## config.mk

```make
export PLATFORM = sky130hd
export DESIGN_NAME = fetch_sequencer
export DESIGN_NICKNAME = d
export VERILOG_FILES = /design/src/rtl/fetch_sequencer_pkg.sv /design/src/rtl/fetch_wait_timer.sv /design/src/rtl/fetch_sequencer.sv
export SDC_FILE = /design/constraint.sdc
export NUM_CORES = 1
export LEC_CHECK = 0
export ABC_AREA = 1
export CAP_MARGIN = 20
export CORE_MARGIN = 2
export CORE_UTILIZATION = 30
export DETAILED_ROUTE_END_ITERATION = 8
export GPL_TIMING_DRIVEN = 0
export HOLD_SLACK_MARGIN = 0.1
export PLACE_DENSITY = 0.6
export SLEW_MARGIN = 30
export SYNTH_ARGS = -nofsm -noshare
export SYNTH_HDL_FRONTEND = slang
export SYNTH_HIERARCHICAL = 1
export SYNTH_SLANG_ARGS = --single-unit
```

## constraint.sdc

```tcl
create_clock -name clk -period 2.4 [get_ports clk]
set_input_delay 0.36 -clock clk [delete_from_list [all_inputs] [get_ports clk]]
set_output_delay 0.36 -clock clk [all_outputs]
set_load 0.01 [all_outputs]
```

## src/rtl/fetch_sequencer_pkg.sv

```systemverilog
// Shared types for the fetch sequencer: state encoding and next-PC select codes.
// Latency: n/a (definitions only).
// Backpressure: n/a.
package fetch_sequencer_pkg;

  typedef enum logic [1:0] {
    S_IDLE = 2'd0,
    S_REQ  = 2'd1,
    S_HOLD = 2'd2,
    S_ERR  = 2'd3
  } fetchState_t;

  localparam logic [1:0] PCSRC_SEQ = 2'b00;
  localparam logic [1:0] PCSRC_BR  = 2'b01;
  localparam logic [1:0] PCSRC_J   = 2'b10;

  // Jump beats branch when both are live in the same cycle.
  function automatic logic [1:0] liveSource(input logic isJump);
    return isJump ? PCSRC_J : PCSRC_BR;
  endfunction

endpackage

```

## src/rtl/fetch_wait_timer.sv

```systemverilog
// Counts consecutive not-ready fetch cycles and flags the one that hits the limit.
// Latency: limitHit is combinational on the cycle the LIMIT-th count is enabled.
// Backpressure: none; clear has priority over count.
module fetch_wait_timer #(
  parameter int LIMIT = 8
) (
  input  logic clk,
  input  logic rst,
  input  logic countEn,
  input  logic clear,
  output logic limitHit
);

  localparam int CW = $clog2(LIMIT + 1);

  logic [CW-1:0] waitCnt;

  // Consecutive-wait counter; clear wins so a ready cycle restarts the window.
  always_ff @(posedge clk or negedge rst) begin
    if (!rst) begin
      waitCnt <= '0;
    end else if (clear) begin
      waitCnt <= '0;
    end else if (countEn) begin
      waitCnt <= waitCnt + CW'(1);
    end
  end

  // The current enabled cycle is the LIMIT-th consecutive one.
  assign limitHit = countEn && (waitCnt == CW'(LIMIT - 1));

endmodule

```

## src/rtl/fetch_sequencer.sv

```systemverilog
// Fetch-stage sequencer: PC/IF-ID enables, redirect select and fetch timeout.
// Latency: control outputs are Mealy (same cycle); fetch_err is registered.
// Backpressure: imem_ready low or stall high hold the PC; redirects override stall.
module fetch_sequencer
  import fetch_sequencer_pkg::*;
#(
  parameter int WAIT_LIMIT = 8
) (
  input  logic       clk,
  input  logic       rst,
  input  logic       stall,
  input  logic       branch_taken,
  input  logic       jump,
  input  logic       imem_ready,
  output logic       imem_req,
  output logic       pcWrite,
  output logic [1:0] PcSrc,
  output logic       ifid_write,
  output logic       ifid_flush,
  output logic       fetch_err
);

  fetchState_t state;
  fetchState_t nextState;

  logic       pendVld;
  logic [1:0] pendSrc;
  logic       liveRedir;
  logic [1:0] liveSrc;
  logic       haveRedir;
  logic [1:0] redirSrc;
  logic       applyRedir;
  logic       latchLive;
  logic       waitEn;
  logic       waitClr;
  logic       limitHit;

  assign liveRedir = jump | branch_taken;
  assign liveSrc   = liveSource(jump);
  // A pending redirect is older than anything live, so it takes precedence.
  assign haveRedir = pendVld | liveRedir;
  assign redirSrc  = pendVld ? pendSrc : liveSrc;

  assign waitEn  = (state == S_REQ) && !imem_ready;
  assign waitClr = imem_ready || (state != S_REQ);

  fetch_wait_timer #(
    .LIMIT(WAIT_LIMIT)
  ) uWaitTimer (
    .clk     (clk),
    .rst     (rst),
    .countEn (waitEn),
    .clear   (waitClr),
    .limitHit(limitHit)
  );

  // Mealy decode of the fetch controls from state and this cycle's inputs.
  always_comb begin
    nextState  = state;
    imem_req   = 1'b0;
    pcWrite    = 1'b0;
    PcSrc      = PCSRC_SEQ;
    ifid_write = 1'b0;
    ifid_flush = 1'b0;
    applyRedir = 1'b0;
    latchLive  = 1'b0;
    case (state)
      S_IDLE: begin
        nextState = S_REQ;
      end
      S_REQ: begin
        imem_req = 1'b1;
        if (imem_ready) begin
          // A redirect makes the stalled instruction wrong-path, so it overrides the stall.
          if (!stall || haveRedir) begin
            pcWrite    = 1'b1;
            ifid_write = 1'b1;
            applyRedir = haveRedir;
          end else begin
            nextState = S_HOLD;
          end
        end else begin
          latchLive = liveRedir && !pendVld;
          if (limitHit) begin
            nextState = S_ERR;
          end
        end
      end
      S_HOLD: begin
        if (!stall || haveRedir) begin
          pcWrite    = 1'b1;
          ifid_write = 1'b1;
          applyRedir = haveRedir;
          nextState  = S_REQ;
        end
      end
      S_ERR: begin
        nextState = S_ERR;
      end
      default: begin
        nextState = S_IDLE;
      end
    endcase
    // Flush only ever rides along with a PC load.
    if (applyRedir) begin
      PcSrc      = redirSrc;
      ifid_flush = 1'b1;
    end
  end

  // State, pending redirect and sticky timeout flag.
  always_ff @(posedge clk or negedge rst) begin
    if (!rst) begin
      state     <= S_IDLE;
      pendVld   <= 1'b0;
      pendSrc   <= PCSRC_SEQ;
      fetch_err <= 1'b0;
    end else begin
      state <= nextState;
      if (applyRedir) begin
        pendVld <= 1'b0;
      end else if (latchLive) begin
        pendVld <= 1'b1;
        pendSrc <= liveSrc;
      end
      fetch_err <= fetch_err | (nextState == S_ERR);
    end
  end

endmodule

```

* Word level (Yosys, flattened, before mapping)
Index checks and enable logic that the tools add are counted.
** Storage, ports and cells
- Flip-flop bits (word level) :: 10
- Latch bits :: 0
- RAM bits :: 0
- ROM bits :: 0
- Input port bits :: 6
- Output and inout bits :: 7
- Word-level logic and storage cells :: 50
- Memories kept :: 0
** Operators by class
- Add/subtract/negate cells :: 1
- Multipliers :: 0
- Divide/modulo/power cells :: 0
- Order comparisons :: 0
- Equal/unequal tests :: 6
- Shifts and indexed selects :: 0
- Muxes and demuxes :: 22
- Bitwise gates (word level) :: 4
- Reduce and logical (&&, ||, !) cells :: 12
** Operators by type and width (number)
- 2-bit 2-to-1 mux :: 7
- 1-bit 2-to-1 mux :: 10
- 4-bit 2-to-1 mux :: 2
- 2-bit one-hot mux with 4 select lines :: 1
- 2-bit == test, second input constant :: 3
- 4-bit by 1-bit adder with 4-bit output, second input constant :: 1
- 4-bit by 3-bit == test with 1-bit output, second input constant :: 1
- 1-bit one-hot mux with 2 select lines :: 2
- 2-bit nonzero test :: 2
- 1-bit logical AND :: 3
- 1-bit zero test :: 3
- 1-bit OR :: 3
- 2-bit by 1-bit == test with 1-bit output, second input constant :: 1
- 2-bit zero test :: 1
- 1-bit logical OR :: 2
- 2-bit by 1-bit != test with 1-bit output, second input constant :: 1
- 2-bit AND reduction :: 1
- 1-bit inverter :: 1

* Logic depth before layout (Yosys ltp)
- Depth after elaboration :: 8
- Gate-level depth with buffers :: 12

* Modules after synthesis
The synthesis kept the hierarchy.
** Modules (own cells, without submodules)
- fetch_sequencer :: instances 1, cells each 61, area an instance 475.5 sq um, sequential area each 150.1 sq um
- fetch_wait_timer :: instances 1, cells each 25, area an instance 205.2 sq um, sequential area each 100.1 sq um

* Least setup slack after synthesis
Ideal clock, no wire load.
- Path kind :: register -> register
- From :: reg state[1]
- To :: reg fetch_err
- Setup time :: 0.065 ns
- Arrival time :: 1.638 ns
- Slack :: 0.697 ns
- Stages on the path, launching flop included :: 13
- Buffers on the path :: 0
- Path through :: dfrtp_1 inv_1 ha_1 inv_2 nor2_2 nand3_1 nor2_1 nand2_1 a21oi_1 nand2_1 nand3_1 nand3_1 nand2_1
** On the way
- Cells in the longest elaborated chain, start to end :: 8
- Elaborated cells between the ends (all ways) :: 13
- Those cells by class :: 4 x eq/ne; 5 x mux; 1 x bitwise; 3 x reduce/logical
** RTL lines
- start: declaration :: RTL line fetch_sequencer.sv:23 : fetchState_t state;
- start signal: assignment :: RTL line fetch_sequencer.sv:119 : state <= nextState;
- 2-bit by 1-bit == test with 1-bit output :: RTL line fetch_sequencer.sv:44 : assign waitEn = (state == S_REQ) && !imem_ready;
- 1-bit logical AND :: RTL line fetch_sequencer.sv:44
- named net waitEn :: RTL line fetch_sequencer.sv:34 : logic waitEn;
- 1-bit logical AND :: RTL line fetch_wait_timer.sv:30 : assign limitHit = countEn && (waitCnt == CW'(LIMIT - 1));
- named net limitHit :: RTL line fetch_sequencer.sv:36 : logic limitHit;
- 2-bit 2-to-1 mux :: RTL line fetch_sequencer.sv:84 : if (limitHit) begin
- 2-bit 2-to-1 mux :: RTL line fetch_sequencer.sv:73 : if (imem_ready) begin
- 2-bit one-hot mux with 4 select lines :: RTL line fetch_sequencer.sv:67 : case (state)
- 2-bit == test :: RTL line fetch_sequencer.sv:126 : fetch_err <= fetch_err | (nextState == S_ERR);
- 1-bit OR :: RTL line fetch_sequencer.sv:126
- end signal: assignment :: RTL line fetch_sequencer.sv:126
- end: declaration :: RTL line fetch_sequencer.sv:20 : output logic fetch_err
The timed path passes the listed nets, and every way through them passes these cells.
A chain may end at the register's enable or synchronous reset.

* Worst setup path in the final report
- From :: in imem_ready
- To :: out PcSrc[1]
** On the way
- Cells in the longest elaborated chain, start to end :: 3
** RTL lines
- start: declaration :: RTL line fetch_sequencer.sv:14 : input logic imem_ready,
- 1-bit 2-to-1 mux :: RTL line fetch_sequencer.sv:73
- 1-bit one-hot mux with 2 select lines :: RTL line fetch_sequencer.sv:67
- 2-bit 2-to-1 mux :: RTL line fetch_sequencer.sv:105 : if (applyRedir) begin
- end: declaration :: RTL line fetch_sequencer.sv:17 : output logic [1:0] PcSrc,
Every way passes these cells.

==> impl_metrics.csv <==
group,metric,value,unit
run_status,status,"completed",
clocking,htreeDepth,1,
timing,finalHoldViolations,0,
detailed_routing,vias_per_cell,4.47,
power_and_ir_drop,p_int,523,uW
timing,finClkSkew,0.000538,ns
setup_path,critPathCaptureType,"output port",
die,pin_count,13,
logic_synthesis,synth.area.top_cells,"dfrtp_1 (37%), ha_1 (9.2%), nand2_1 (8.3%)",
detailed_routing,vias,581,
detailed_routing,route.detailed.drc,0,
power_and_ir_drop,p_switching,401,uW
clocking,cts-buffers-inserted,3,
global_route,grt_pass1_vias,538,
placed_design,numPortBuffers,12,
clocking,cts.sinks,10,
placed_design,place_hpwl,1.04,mm
detailed_routing,post_drt_wl_per_cell,9.59,microns
clocking,worstSkewPairLatency,0.26,ns
layout,nets,115,
detailed_routing,ant_nets,0,
detailed_routing,wl_met2,553,microns
global_route,antenna_found_initial,0,
worst_hold_path,hp-class,"in2async",
logic_synthesis,synth_area_leader_cell,"dfrtp_1",
logic_synthesis,synth-seq-area-share,36.8,%
global_route,globalRouteOverflowTotal,0,
setup_path,cp.required,2.04,ns
power_and_ir_drop,clockPowerShare,11.8,%
logic_synthesis,synthArstFlopShare,100,%
setup_path,crit_type,"in2out",
global_route,grt_first_pass_wirelength,2.15,mm
logic_synthesis,ys_ff_latch,10,
logic_synthesis,syn-num-nets,97,
run,drv_cap,0,
die,core_area,2170,sq um
setup_path,worstRegToRegCells,12,
die,fp.dieArea,2670,sq um
global_route,grt_use_total,10.9,%
detailed_routing,dr.pass1.iters,2,
timing,setup-violations-final,0,
layout,n_antenna_cell,0,
setup_path,rr_startpoint,"state[1]$_DFF_PN0_",
clocking,clock_tree.root_cell,"clkbuf_4",
clocking,cts-hold-fix-buffers,0,
timing,clock.fmax,439,MHz
detailed_routing,drtIter0Drc,5,
timing,layout_min_cycle_time,2.28,ns
layout,area_growth,28.3,%
timing,worst_slew_pin_slew,0.450,ns
power_and_ir_drop,powerDensity,1060,nW/um^2
die,die_w,51.6,microns
logic_synthesis,synthTopCellsByCount,"nand2_1 (15), inv_1 (12), dfrtp_1 (10)",
layout,layout-drive-gt1-share,20.6,%
power_and_ir_drop,switching_share,43.4,%
logic_synthesis,synthFlopType,"dfrtp_1",
logic_synthesis,synth_top_area_share,36.8,%
power_and_ir_drop,power_frac_seq,28.0,%
detailed_routing,wl,1.25,mm
placed_design,gp_congestion,0.744,
logic_synthesis,yosysMostFrequentCell,"nand2_1",
power_and_ir_drop,leakagePower,0.000451,uW
die,die_y,51.6,microns
timing,fin_setup_tns,0,ns
power_and_ir_drop,combPwrFrac,60.1,%
logic_synthesis,synth.distinct_cells,20,
detailed_routing,wl_met1,621,microns
setup_path,cp-startpoint,"imem_ready",
timing,drv_slew,0,
setup_path,arrival,1.92,ns
logic_synthesis,yosysWarnings,6,
setup_path,start_kind,"primary input",
detailed_routing,wl_met3,72,microns
timing,min_period_over_period,94.9,%
global_route,grt_max_degree,11,
die,initial_core_util,31.4,%
clocking,cts_tree,"yes",
logic_synthesis,synth-edff-count,0,
layout,final_core_util,40.3,%
detailed_routing,top_layer_used,"met3",
timing,rsz0062_at_grt,"false",
logic_synthesis,netlist_area,681,sq um
timing,slew-limit-headroom,69.9,%
power_and_ir_drop,peakVddDrop,0.488,mV
clocking,clock_path_buffers,2,
logic_synthesis,avgSynthCellArea,7.91,sq um
setup_path,path_max_fanout,5,
logic_synthesis,synthCells,86,
die,num_rows,17,
clocking,path_clk_slew,0.06,ns
-- power by group through the flow --
stage	logic (uW)	registers, uW	clock network (uW)
floorplan	373	257	0
global placement	533	266	0
detailed placement	545	266	0
CTS	565	257	115
global route	610	267	127
finish	556	259	109
-- cell families (layout without fill, tap and decap cells) --
kind of cell | Yosys count | in the layout | share of synthesized area [%]
compound gates | 11 | 11 | 9.74
fa+ha+maj | 5 | 5 | 9.19
buf+inv | 17 | 33 | 9.93
flops | 10 | 10 | 36.8
simple gates | 43 | 43 | 34.4
-- cell type report --
type	instances	area (sq um)
Fill cell	239	1300
Sequential cell	10	250
Inverter	16	60.1
Clock buffer	3	22.5
Tap cell	28	35.0
Timing Repair Buffer	13	133
Multi-Input combinational cell	59	365
Buffer	1	7.51
-- per-layer routing --
layer,global-route usage [%],vias to the layer above
met4,1.32,0
li1,-,306
met1,13.8,262
met2,17.9,13
met5,0,-
met3,4.31,0
-- registers in the layout (all words and copies together), names as in the netlist --
signal / flops
uWaitTimer/waitCnt: 4
fetch_err: 1
pendSrc: 2
pendVld: 1
state: 2
-- placed cells by master (no fill, tap or decap), types with 2 or more instances in the layout --
| cell type | synthesis | routed |
|---|---|---|
| nand2_1 | 15 | 15 |
| o21ai_1 | 2 | 2 |
| nand4_1 | 3 | 3 |
| nand3_1 | 6 | 6 |
| dlymetal6s2s_1 | 0 | 2 |
| nor2_1 | 8 | 8 |
| nor2_2 | 3 | 3 |
| inv_1 | 12 | 11 |
| buf_4 | 1 | 2 |
| dfrtp_1 | 10 | 10 |
| nor2_4 | 2 | 2 |
| nand2_2 | 2 | 2 |
| inv_2 | 4 | 5 |
| a21oi_1 | 7 | 7 |
| ha_1 | 5 | 4 |
| clkdlybuf4s50_1 | 0 | 10 |
| clkbuf_4 | 0 | 3 |
-- worst paths after layout --
path	to	slack [ns]
worst max-delay path	PcSrc[1]	0.12
worst min-delay path	uWaitTimer/waitCnt[3]$_DFFE_PN0P_	0.42
worst max register to register	fetch_err$_DFF_PN0_	0.64
worst min register to register	fetch_err$_DFF_PN0_	0.46
max in group asynchronous	pendSrc[0]$_DFFE_PN0P_	1.68
min in group clk	fetch_err$_DFF_PN0_	0.46
-- stage by stage --
stage | setup WS, ns | power [uW] | instances | hold WS, ns | area, sq um
3_3_place_gp | 0.0531 | 799 | 126 | 0.446 | 836
4_1_cts | 0.0280 | 938 | 130 | 0.430 | 868
3_5_place_dp | 0.0507 | 811 | 126 | 0.452 | 836
6_report | 0.123 | 924 | 130 | 0.416 | 873
2_1_floorplan | 0.697 | 631 | 86 | 0.0644 | 681
5_1_grt | 0.0358 | 1000 | 130 | 0.453 | 873
-- what timing repair did --
action,4_1_cts,5_1_grt
setup endpoints to repair,2,3
resized for setup,1,3
buffers inserted,1,0
-- worst max-delay path, cell delays in order --
cell and delay, ns:
clkdlybuf4s50_1 0.54, inv_2 0.08, o21ai_4 0.18, nand3_4 0.11, nor2_1 0.10, clkdlybuf4s50_1 0.54
Note: power is estimated with default switching activity, not from simulation.
